==> src/rtl/fetch_group_tx.sv <==
// rtl/fetch_group_tx.sv - fetch-group transmitter: slot masks, predicted next-PCs, group FIFO toward the instruction buffer
package config_pkg;
    typedef struct packed {
        int unsigned INSTR_PER_FETCH;
        int unsigned ILEN;
        int unsigned PLEN;
    } cfg_t;

    localparam cfg_t EmptyCfg = '{INSTR_PER_FETCH: 4, ILEN: 32, PLEN: 32};
endpackage

module fetch_group_tx #(
    parameter config_pkg::cfg_t Cfg      = config_pkg::EmptyCfg,
    parameter int unsigned      FQ_DEPTH = 4
) (
    input  logic                                           clk_i,
    input  logic                                           rst_i,
    input  logic                                           resp_valid_i,
    output logic                                           resp_ready_o,
    input  logic [Cfg.INSTR_PER_FETCH*Cfg.ILEN-1:0]        resp_instrs_i,
    input  logic [Cfg.PLEN-1:0]                            resp_pc_i,
    input  logic                                           resp_pred_taken_i,
    input  logic [$clog2(Cfg.INSTR_PER_FETCH)-1:0]         resp_pred_slot_i,
    input  logic [Cfg.PLEN-1:0]                            resp_pred_target_i,
    output logic                                           fe_valid_o,
    input  logic                                           fe_ready_i,
    output logic [Cfg.INSTR_PER_FETCH*Cfg.ILEN-1:0]        fe_instrs_o,
    output logic [Cfg.PLEN-1:0]                            fe_pc_o,
    output logic [Cfg.INSTR_PER_FETCH-1:0]                 fe_slot_valid_o,
    output logic [Cfg.INSTR_PER_FETCH*Cfg.PLEN-1:0]        fe_pred_npc_o,
    input  logic                                           flush_i
);
    localparam int unsigned W    = Cfg.INSTR_PER_FETCH;
    localparam int unsigned ILEN = Cfg.ILEN;
    localparam int unsigned PLEN = Cfg.PLEN;
    localparam int unsigned IB   = ILEN / 8;
    localparam int unsigned GB   = $clog2(W * IB);
    localparam int unsigned IBB  = $clog2(IB);
    localparam int unsigned SW   = $clog2(W);
    localparam int unsigned PW   = $clog2(FQ_DEPTH);
    localparam int unsigned CW   = $clog2(FQ_DEPTH + 1);

    if (FQ_DEPTH < 2 || (FQ_DEPTH & (FQ_DEPTH - 1)) != 0) begin : g_bad_depth
        $fatal(1, "fetch_group_tx: FQ_DEPTH must be a power of two >= 2");
    end

    logic [PLEN-1:0]     base;
    logic [SW-1:0]       off;
    logic                tk;
    logic [W-1:0]        slot_valid;
    logic [W*PLEN-1:0]   pred_npc;
    logic                unused_pc_lsb;

    assign base          = {resp_pc_i[PLEN-1:GB], {GB{1'b0}}};
    assign off           = resp_pc_i[GB-1:IBB];
    assign unused_pc_lsb = ^resp_pc_i[IBB-1:0];
    // A prediction on a slot before the entry point cannot be the branch we jump through.
    assign tk            = resp_pred_taken_i && (resp_pred_slot_i >= off);

    always_comb begin
        slot_valid = '0;
        pred_npc   = '0;
        for (int i = 0; i < int'(W); i++) begin
            slot_valid[i] = (SW'(i) >= off) && (!tk || SW'(i) <= resp_pred_slot_i);
            if (tk && SW'(i) == resp_pred_slot_i) begin
                pred_npc[i*PLEN +: PLEN] = resp_pred_target_i;
            end else begin
                pred_npc[i*PLEN +: PLEN] = base + PLEN'((i + 1) * int'(IB));
            end
        end
    end

    logic [W*ILEN-1:0] fq_instrs     [FQ_DEPTH];
    logic [PLEN-1:0]   fq_pc         [FQ_DEPTH];
    logic [W-1:0]      fq_slot_valid [FQ_DEPTH];
    logic [W*PLEN-1:0] fq_pred_npc   [FQ_DEPTH];

    logic [PW-1:0] wr_ptr;
    logic [PW-1:0] rd_ptr;
    logic [CW-1:0] count;
    logic          push;
    logic          pop;

    // No pass-through when full keeps fe_ready_i off the resp_ready_o path.
    assign resp_ready_o = !flush_i && (count < CW'(FQ_DEPTH));
    assign fe_valid_o   = !flush_i && (count != '0);
    assign push         = resp_valid_i && resp_ready_o;
    assign pop          = fe_valid_o && fe_ready_i;

    always_ff @(posedge clk_i) begin
        if (rst_i || flush_i) begin
            wr_ptr <= '0;
            rd_ptr <= '0;
            count  <= '0;
        end else begin
            if (push) begin
                wr_ptr <= wr_ptr + 1'b1;
            end
            if (pop) begin
                rd_ptr <= rd_ptr + 1'b1;
            end
            case ({push, pop})
                2'b10:   count <= count + 1'b1;
                2'b01:   count <= count - 1'b1;
                default: count <= count;
            endcase
        end
    end

    always_ff @(posedge clk_i) begin
        if (push) begin
            fq_instrs[wr_ptr]     <= resp_instrs_i;
            fq_pc[wr_ptr]         <= base;
            fq_slot_valid[wr_ptr] <= slot_valid;
            fq_pred_npc[wr_ptr]   <= pred_npc;
        end
    end

    assign fe_instrs_o     = fq_instrs[rd_ptr];
    assign fe_pc_o         = fq_pc[rd_ptr];
    assign fe_slot_valid_o = fq_slot_valid[rd_ptr];
    assign fe_pred_npc_o   = fq_pred_npc[rd_ptr];
endmodule

==> config.mk <==
export PLATFORM = sky130hd
export DESIGN_NAME = fetch_group_tx
export DESIGN_NICKNAME = d
export VERILOG_FILES = /design/src/rtl/fetch_group_tx.sv
export SDC_FILE = /design/constraint.sdc
export NUM_CORES = 1
export LEC_CHECK = 0
export BUFFER_PORTS_ARGS = -buffer_cell sky130_fd_sc_hd__buf_4
export CAP_MARGIN = 20
export CORE_UTILIZATION = 53
export CTS_CLUSTER_SIZE = 40
export DETAILED_ROUTE_END_ITERATION = 6
export GPL_TIMING_DRIVEN = 0
export PLACE_DENSITY = 0.84
export SETUP_SLACK_MARGIN = 0.05
export SLEW_MARGIN = 25
export SYNTH_ARGS = -nofsm -noshare
export SYNTH_HDL_FRONTEND = slang
export SYNTH_SLANG_ARGS = --single-unit
==> constraint.sdc <==
create_clock -name clk_i -period 9.3 [get_ports clk_i]
set_clock_uncertainty 0.1 [all_clocks]
set_input_delay 1.86 -clock clk_i [delete_from_list [all_inputs] [get_ports clk_i]]
set_output_delay 1.86 -clock clk_i [all_outputs]
set_load 0.1 [all_outputs]
# Word level (Yosys, flattened, before mapping)
# Memory sizes are Yosys's and may differ from the RTL's. A register that Yosys moved wholly into a read port is not among the register bits.
# Index checks and enable logic that the tools add are counted.
# Widths: inputs -> output; s select.
# totals
n_memories	4
mem_bits_rw	1152
register_bits	7
output_inout_bits	294
inputBits	200
elab_cells	68
# classes
n_addsub	8
reduce_logical	23
order_cmp	10
n_eq_ne	5
n_mux	15
# memory_table
memory	words	word_bits	read_ports	rd_clocked_by_memory_dff	write_ports	line_no	text
fq_instrs	4	128	1	1	1	73	logic [W*ILEN-1:0] fq_instrs [FQ_DEPTH];
fq_pred_npc	4	128	1	1	1	76	logic [W*PLEN-1:0] fq_pred_npc [FQ_DEPTH];
fq_pc	4	28	1	1	1	74	logic [PLEN-1:0] fq_pc [FQ_DEPTH];
fq_slot_valid	4	4	1	1	1	75	logic [W-1:0] fq_slot_valid [FQ_DEPTH];
# ops
op	count
$mux 32	4
$add 32x4->32 const B	2
$add 32x3->32 const B	1
$add 32x5->32 const B	1
$mux 2	8
$logic_and 1x1->1	13
$pmux 3 s2	1
$logic_or 1x1->1	5
$add 2x1->2 const B	2
$eq 2x2->1 const A	2
$ge 1x2->1 const A	2
$ge 2x2->1 const A	2
$le 1x2->1 const A	2
$le 2x2->1 const A	2
$add 3x1->3 const B	1
$lt 3x3->1 const B	1
$reduce_bool 3->1	1
$sub 3x1->3 const B	1
$eq 1x2->1 const A	1
$eq 2x1->1 const B	1
$eq 2x2->1 const B	1
$ge 2x2->1	1
$logic_not 1->1	2
$logic_not 2->1	1
2 further kinds	3

# Depth between registers and ports, before layout
# Gate-level depths: netlist of run 1.
# depth
depth_word	5
mapped_depth	8
mapped_depth_nobuf	8

# Worst setup path after synthesis of run 1
# No wires, ideal clock.
# synth_path
path_kind	input to register
from	input resp_valid_i
to	memory fq_instrs[1][0] (netlist bit) (enable)
cell_stages	2
t_required_ns	8.514
setup_ns	0.686
path_buffers	0
setup_slack_ns	-0.452
arrival_ns	8.966
path_cell_list	nor3b_1 -> and2_1
# synth_via
elab_chain_len	3
# synth_lines
item	line_no	text
from (decl)	18	input logic resp_valid_i,
$logic_and 1x1->1	87	assign push = resp_valid_i && resp_ready_o;
$mux 1	111	if (push) begin
$mux 1 (implied by the code)	112	fq_instrs[wr_ptr] <= resp_instrs_i;
to (decl)	73	
# Every way passes these cells.

==> results of run 1 <==
## layout make-up
| cell class | instances | area share [%] |
|---|---|---|
| flip-flops and latches | 1161 | 65.2 |
| plain buffers | 95 | 0.784 |
| diodes | 3 | 0.0141 |
| well taps | 1070 | 2.51 |
| inverters | 11 | 0.0775 |
| clock buffers | 135 | 5.43 |
| clock inverters | 64 | 1.35 |
| multi-input cells | 577 | 16.4 |
| repair buffers | 518 | 8.22 |
## cells in the final DEF, fill, tap and decap left out, types with 4 or more instances in the layout
cell type  instances
clkbuf_1          50
xor2_1             6
clkbuf_16        110
or4_1              6
inv_1             11
ha_1               8
edfxtp_1        1152
mux4_2           288
clkinv_16          4
nand3_1            8
xnor2_1           14
buf_16            19
conb_1             4
nor2_1            44
mux2_2            85
clkbuf_2           5
o31ai_1            4
nand2b_1           6
clkinv_1          22
buf_4            495
buf_12             9
clkbuf_8           5
a21oi_1           20
clkinv_2          19
nor3_1             5
and2_4             4
nand4_1            5
and2_1            13
o21ai_0            9
nor4_1             5
bufinv_16         12
nand2_1            9
a31oi_1           11
buf_2             29
dfxtp_1            9
buf_1             26
## per-layer routing
metal / share of wire, % / up-vias / global-route usage (%)
met5: 0.056 / - / 0
met4: 3.2 / 8 / 7.69
met3: 9.9 / 203 / 7.44
met2: 52 / 1118 / 42.2
met1: 35 / 11500 / 30.2
li1: - / 9083 / -
## registers in the layout (all words and copies together) (netlist names), named ones only
signal	flops
fq_instrs	512
fq_pred_npc	512
fq_pc	112
fq_slot_valid	16
count	3
rd_ptr	2
wr_ptr	2
## worst max-delay path by stage
stage | start | endpoint | depth (start not counted)
detailed placement | flip-flop | fe_pred_npc_o[67] | 5
CTS | flip-flop | fe_pred_npc_o[63] | 5
floorplan | resp_valid_i | fq_instrs[1][0]$_DFFE_PP_ | 2
global route | flip-flop | fe_pred_npc_o[63] | 5
finish | flip-flop | fe_pred_npc_o[63] | 5
global placement | flush_i | fq_pred_npc[1][42]$_DFFE_PP_ | 3
## logic make-up after synthesis
logic type / synth area share, %
compound gates: 0.556
mux: 17.0
other cells: 0.00854
simple gates: 1.59
flops: 79.2
xor+xnor: 0.399
fa+ha+maj: 0.274
buf+inv: 1.04
## power breakdown
group | switching (mW) | total, mW | internal [mW]
combinational | 0.725 | 0.971 | 0.246
sequential | 0.0202 | 5.87 | 5.85
clock | 1.90 | 4.45 | 2.55
total | 2.64 | 11.3 | 8.65
## synth_stat cells (all sizes together), types with 11 or more instances
library cell  count
edfxtp         1152
inv              11
and2             17
buf              60
a21oi            20
mux4            288
clkbuf           35
xnor2            14
nor2             44
a31oi            11
mux2             85
## worst max-delay path, delay by kind of cell (launching register included)
kind / cells / cell delay [ns]
buffers and inverters: 4 / 2.33
muxes: 1 / 0.38
DFF: 1 / 0.32
## stage by stage
| stage | TNS (ns) | cells |
|---|---|---|
| after global routing | 0 | 3632 |
| after global placement | -47.11 | 3401 |
| after CTS | 0 | 3631 |
| after floorplan | 0 | 1844 |
| after detailed placement | 0 | 3432 |
| final | 0 | 3634 |
==> out/results.tsv, run 1 <==
metric	value	unit
Synth Register Bits	1161	
core area	0.0820	mm²
area share of the largest cell type after synthesis	78.8	%
DRC violations left	0	
P per Cell Area	212	mW/mm²
Pre-antenna DRT Iters	5	
GRT overflow	0	
vias in the first global route	23000	
post-synth top area cell	edfxtp_1	
first-pass GRT wire length	152000	µm
Reg2Reg Depth	5	
height of the die	290	µm
register area	0.0348	mm²
layout cells sized above 1	43.0	%
Synth cell types	39	
Root Buffer	clkbuf_16	
Mean Syn Cell Area	23.9	µm²
H-tree levels	3	
CP required	7.34	ns
Critical Path Start Type	flip-flop	
IO Count	494	
status	finished, final reports clean	
Clock Sinks	1161	
Final Cell Area	0.0533	mm²
cell with the largest stage delay on the worst path	clkbuf_1	
clk buf depth	3	
buffers added on ports	487	
relative slew slack	31.0	%
CTS buffer count	109	
Layout area overhead	21.4	%
fin worst setup slack	3.60	ns
Syn Std Cell Area	0.0439	mm²
max_cap viols	0	
endpoints failing hold	0	
dominant synthesized flop cell	edfxtp_1	
Final setup violation count	0	
CTS tree	yes	
Design Power	11.3	mW
nets@finish	2682	
Initial DRC Count	1997	
sequential fraction of the synthesis area	79.2	%
share of synthesized registers carrying an async set or reset	0	%
leakage power	17.4	nW
Reg clk slew, reported paths	0.06	ns
worst hold margin	0.426	ns
WL final	104000	µm
Wirelength per Cell	28.6	µm
hold buffer count at CTS	0	
slew of the pin with the lowest slew margin	1.03	ns
reg2reg end	fq_pred_npc[0][107]$_DFFE_PP_	
die area	0.0840	mm²
worst path cell trace	clkbuf_2, clkbuf_1, clkbuf_1, mux4_2, buf_4	
fmax	0.176	GHz
Site Rows	105	
initial antenna violation count	9	
Cells after Synth	1841	
most used cell, CP	clkbuf_1	
worst hold path depth	2	
RePlAce Congestion	0.780	
reg2reg setup slack	6.20	ns
Placement Cell Area	0.0497	mm²
worst hold-check path type	flip-flop to flip-flop	
Pins Over Slew Limit	0	
multi-input logic area	0.00872	mm²
Final Critical Period	5.70	ns
FILL cells	5051	
Resized Gates After CTS	0	
unrepaired setup endpoints after global routing	no	
Tcrit/Tclk final	61.3	%
CP arrival	3.74	ns
postcts setup bufs	0	
EDFF count, synth	1152	
Hold Path End	count[2]$_SDFFE_PP0P_	
Initial Utilization	53.6	%
Setup WS pre-CTS	4.20	ns
DR vias/cell	6.02	
Detail Route Antenna Nets	0	
Setup CP Type	flip-flop to output port	
reg-to-reg startpoint	count[2]$_SDFFE_PP0P_	
Ys Warns	0	
CP peak stage delay	0.79	ns
Clk Latency, worst-skew pair	0.67	ns
gr usage total	24.7	%
Worst setup EP type	output port	
Hold Crit Start	count[2]$_SDFFE_PP0P_	
Die W	290	µm
routed vias	21900	
fin util	65.0	%
HPWL Detailed	67800	µm
critical path peak fanout	10	
top post-synthesis cells by area	edfxtp_1 (79%), mux4_2 (15%), mux2_2 (2.2%)	
Peak VDD IR	0.221	mV
largest net degree at the start of global routing	45	
Note: power is estimated with default switching activity, not from simulation.
==> inputs of run 2 (changes only) <==
- CORE_UTILIZATION: 53 -> 58
- PLACE_DENSITY: 0.84 -> 0.87
- clock period: 9.3 -> 5.5 ns (I/O delays scaled with it)
==> run 2 against run 1 <==
Hold slack better by 0.018 ns; final cell count down 2.7%; flip-flop and latch count unchanged; setup slack got worse by 3.3 ns; first-iteration DRC count rose by 18%; combinational power is 70% higher; core utilization rose by 6.1 points; largest power group unchanged; highest routed layer unchanged.
==> out/results.tsv, run 2 (synthesis gave the netlist of run 1 again) <==
metric	value	unit
Seq pwr share	52.1	%
RePlAce Congestion	0.773	
Psw	4.47	mW
relative slew slack	28.6	%
Clk network pwr share	39.2	%
Initial Utilization	58.8	%
Worst setup EP type	output port	
Final setup violation count	0	
gr usage total	27.8	%
layout cells sized above 1	42.6	%
Clk Latency, worst-skew pair	0.66	ns
height of the die	277	µm
Setup CP Type	flip-flop to output port	
Final Critical Period	5.17	ns
buffers added on ports	487	
fin worst setup slack	0.329	ns
Resized Gates After CTS	0	
Detail Route Antenna Nets	0	
H-tree levels	3	
CP arrival	3.97	ns
slew of the pin with the lowest slew margin	1.06	ns
Pins Over Slew Limit	0	
critical path peak fanout	10	
CTS tree	yes	
most common cell after layout, fill and taps aside	edfxtp_1	
Critical Path Start Type	flip-flop	
routed vias	22100	
GRT overflow	0	
initial antenna violation count	10	
largest net degree at the start of global routing	46	
postcts setup bufs	0	
first-pass GRT wire length	155000	µm
nets@finish	2682	
hold buffer count at CTS	0	
Switching Fraction	23.5	%
Initial DRC Count	2357	
unrepaired setup endpoints after global routing	no	
status	finished, final reports clean	
HPWL Detailed	67800	µm
P per Cell Area	359	mW/mm²
fmax	0.193	GHz
Logic pwr share	8.6	%
vias in the first global route	23400	
metal2 WL	54800	µm
worst hold margin	0.443	ns
DRC violations left	0	
WL final	106000	µm
DRT met1 WL	36900	µm
Pre-antenna DRT Iters	5	
leakage power	17.4	nW
Root Buffer	clkbuf_16	
Placement Cell Area	0.0495	mm²
DR vias/cell	6.25	
CP required	4.30	ns
Final Cell Area	0.0531	mm²
Internal Power	14.6	mW
Peak VDD IR	0.289	mV
FILL cells	4088	
Layout area overhead	21.0	%
Site Rows	100	
worst hold-check path type	flip-flop to flip-flop	
IO Count	494	
Clock Sinks	1161	
CTS buffer count	110	
Design Power	19.0	mW
Tcrit/Tclk final	94.0	%
Wirelength per Cell	29.9	µm
Reg clk slew, reported paths	0.06	ns
leading registers by flop count	fq_instrs (512), fq_pred_npc (512), fq_pc (112)	
endpoints failing hold	0	
Die W	277	µm
Setup WS pre-CTS	0.977	ns
Setup Total Neg Slack	0	ns
die area	0.0768	mm²
core area	0.0747	mm²
met3 WL post-DR	10300	µm
highest routed layer	met5	
clk buf depth	3	
max_cap viols	0	
most frequent cells in the layout	edfxtp_1 (1152), buf_4 (494), mux4_2 (288)	
run 2: changes by cell type in the layout (fill, tap and decap cells not counted), sizes merged:
cell      change
buf           -2
clkbuf        -3
clkinv        +8
clkinvlp      -1
diode         +1
inv           -1
run 2: per-stage QoR:
step           cells  utilization, %
6_report        3535            71.1
5_1_grt         3531            71.1
4_1_cts         3531            71.1
3_5_place_dp    3330            66.3
3_3_place_gp    3300            65.3
2_1_floorplan   1844               -
run 2: per-layer routing:
metal / up-vias / global-route usage, %
met4: 8 / 9.66
met1: 11500 / 33.9
li1: 9090 / -
met2: 1240 / 47.7
met5: - / 0
met3: 239 / 7.81
run 2: cell type report:
class | instances | area (µm²) | area share [%]
Antenna cell | 4 | 10.0 | 0.0188
Buffer | 95 | 418 | 0.787
Clock buffer | 131 | 2850 | 5.37
Clock inverter | 70 | 707 | 1.33
Inverter | 11 | 41.3 | 0.0777
Multi-Input combinational cell | 577 | 8720 | 16.4
Sequential cell | 1161 | 34800 | 65.5
Tap cell | 969 | 1210 | 2.28
Timing Repair Buffer | 517 | 4380 | 8.25
run 2: path summary, 6_finish.rpt:
| path | from | slack (ns) | cells past startpoint | end |
|---|---|---|---|---|
| worst max-delay path | flip-flop | 0.33 | 5 | fe_pred_npc_o[67] |
| worst min-delay path | count[2]$_SDFFE_PP0P_ | 0.44 | 2 | count[2]$_SDFFE_PP0P_ |
| worst max register to register | count[2]$_SDFFE_PP0P_ | 2.44 | 5 | fq_pred_npc[3][5]$_DFFE_PP_ |
| worst min register to register | count[2]$_SDFFE_PP0P_ | 0.44 | 2 | count[2]$_SDFFE_PP0P_ |
run 2: critical path, stage by stage (launching register included):
cell	delay, ns
dfxtp_1	0.31
clkbuf_1	0.72
clkbuf_1	0.75
clkbuf_1	0.80
mux4_2	0.41
buf_4	0.32
run 2: power by group through the flow:
stage / logic (mW) / clock network (mW) / registers [mW]
floorplan: 1.10 / 0 / 10.1
global placement: 1.56 / 0 / 10.1
detailed placement: 1.63 / 0 / 10.1
CTS: 1.64 / 7.53 / 9.93
global route: 1.69 / 7.85 / 9.93
finish: 1.65 / 7.47 / 9.93
==> inputs of run 3 (changes only) <==
- CORE_UTILIZATION: 58 -> 60
- CTS_BUF_LIST: not set -> sky130_fd_sc_hd__clkbuf_2
- PLACE_DENSITY: 0.87 -> 0.89
==> run 3 against run 2 <==
Setup slack worse by 0.19 ns; largest cell class unchanged; clock-buffer cell count up 266; largest power group unchanged; via count up 13%; combinational power up 9%; hold slack worse by 0.20 ns; register-to-register slack worse by 0.61 ns; final cell count up 13%; core utilization up 3.9 points; global-route usage up 5.1 points.
==> out/results.tsv, run 3 (synthesis gave the netlist of run 1 again) <==
metric	value	unit
IO Count	494	
critical path peak fanout	10	
fin worst setup slack	0.143	ns
Root Buffer	clkbuf_2	
register area	0.0348	mm²
Pins Over Slew Limit	0	
dpl cells	3311	
Clock Sinks	1161	
Initial Utilization	61.0	%
unrepaired setup endpoints after global routing	no	
WL final	121000	µm
non-filler cells, final	3985	
CP required	4.30	ns
core area	0.0720	mm²
relative slew slack	32.0	%
cell with the largest stage delay on the worst path	buf_1	
initial antenna violation count	7	
Peak VDD IR	0.216	mV
leakage power	18.4	nW
CP arrival	4.16	ns
Clk Latency, worst-skew pair	1.50	ns
layout cells sized above 1	45.5	%
first-pass GRT wire length	174000	µm
Setup WS pre-CTS	1.24	ns
Critical path buffers and inverters	4	
Reg clk slew, reported paths	0.15	ns
Detail Route Antenna Nets	0	
FILL cells	3633	
gr usage total	32.8	%
RePlAce Congestion	0.783	
Final Cell Area	0.0540	mm²
CTS buffer count	289	
HPWL Detailed	69900	µm
Design Power	17.4	mW
CTS tree	yes	
Tcrit/Tclk final	97.4	%
P per Cell Area	323	mW/mm²
Setup CP Type	flip-flop to output port	
clk buf depth	4	
fmax	0.187	GHz
largest net degree at the start of global routing	46	
worst path cell trace	clkbuf_2, clkbuf_4, buf_1, mux4_2, buf_4	
height of the die	273	µm
nets@finish	3060	
vias in the first global route	26600	
worst hold-check path type	input pin to flip-flop	
slew of the pin with the lowest slew margin	1.02	ns
Worst setup EP type	output port	
most frequent cells in the layout	edfxtp_1 (1152), buf_4 (495), clkbuf_2 (405)	
Initial DRC Count	3006	
DRC violations left	0	
multi-input logic area	0.00872	mm²
die area	0.0743	mm²
status	finished, final reports clean	
CP peak stage delay	0.63	ns
GRT overflow	0	
Final Critical Period	5.36	ns
CP delay by family, top	buffers and inverters	
Final setup violation count	0	
Site Rows	98	
postcts setup bufs	0	
Critical Path Start Type	flip-flop	
Layout area overhead	23.0	%
buffers added on ports	487	
Wirelength per Cell	30.2	µm
routed vias	25000	
Setup Total Neg Slack	0	ns
most common cell after layout, fill and taps aside	edfxtp_1	
endpoints failing hold	0	
DR vias/cell	6.28	
Placement Cell Area	0.0495	mm²
leading registers by flop count	fq_instrs (512), fq_pred_npc (512), fq_pc (112)	
max_cap viols	0	
H-tree levels	5	
Die W	273	µm
Pre-antenna DRT Iters	6	
## run 3: metal layers
| layer | track usage (%) | routed length (µm) |
|---|---|---|
| met1 | 38.1 | 38900 |
| met2 | 55.4 | 62300 |
| met3 | 10.7 | 13900 |
| met4 | 15.9 | 5390 |
| met5 | 0 | 0 |
## run 3: what timing repair did
action	in CTS	in global routing
endpoints found under the hold margin	1119	0
gates resized for setup	26	7
endpoints found under the setup margin	211	51
pin swaps	0	0
hold buffers	199	0
## run 3: metrics by stage
| stage | hold WS, ns | utilization (%) |
|---|---|---|
| 5_1_grt | 0.100 | 75.0 |
| 4_1_cts | 0.104 | 75.0 |
| 6_report | 0.239 | 75.1 |
| 2_1_floorplan | 0.382 | - |
| 3_5_place_dp | 0.441 | 68.8 |
| 3_3_place_gp | 0.400 | 67.8 |
## run 3: final cells by class
| type | count | share of cell area (%) |
|---|---|---|
| Sequential cell | 1161 | 64.4 |
| Multi-Input combinational cell | 577 | 16.1 |
| Timing Repair Buffer | 716 | 11.8 |
| Clock buffer | 397 | 3.68 |
| Tap cell | 950 | 2.20 |
| Buffer | 95 | 0.852 |
| Clock inverter | 67 | 0.845 |
| Inverter | 11 | 0.0764 |
| Antenna cell | 11 | 0.0510 |
## run 3: where the power goes
group	switching, mW	total (mW)	internal, mW	leakage, nW
Combinational	1.29	1.80	0.510	5.95
Clock	3.44	5.70	2.25	1.87
Sequential	0.0444	9.92	9.88	10.6
Total	4.78	17.4	12.6	18.4
## run 3: worst register-to-register path, delay by kind of cell (launching register included)
family | cells | cell delay, ns
buffers and inverters | 4 | 1.25
AND/OR/NAND/NOR | 2 | 1.36
flip-flops | 1 | 0.40
## run 3: final timing paths
path / slack, ns / end / startpoint / depth (start not counted)
max: 0.14 / fe_pc_o[15] / flip-flop / 5
min: 0.24 / fq_instrs[1][18]$_DFFE_PP_ / resp_instrs_i[18] / 2
max reg2reg: 1.83 / fq_pred_npc[0][5]$_DFFE_PP_ / count[2]$_SDFFE_PP0P_ / 6
min reg2reg: 0.53 / count[2]$_SDFFE_PP0P_ / count[2]$_SDFFE_PP0P_ / 2
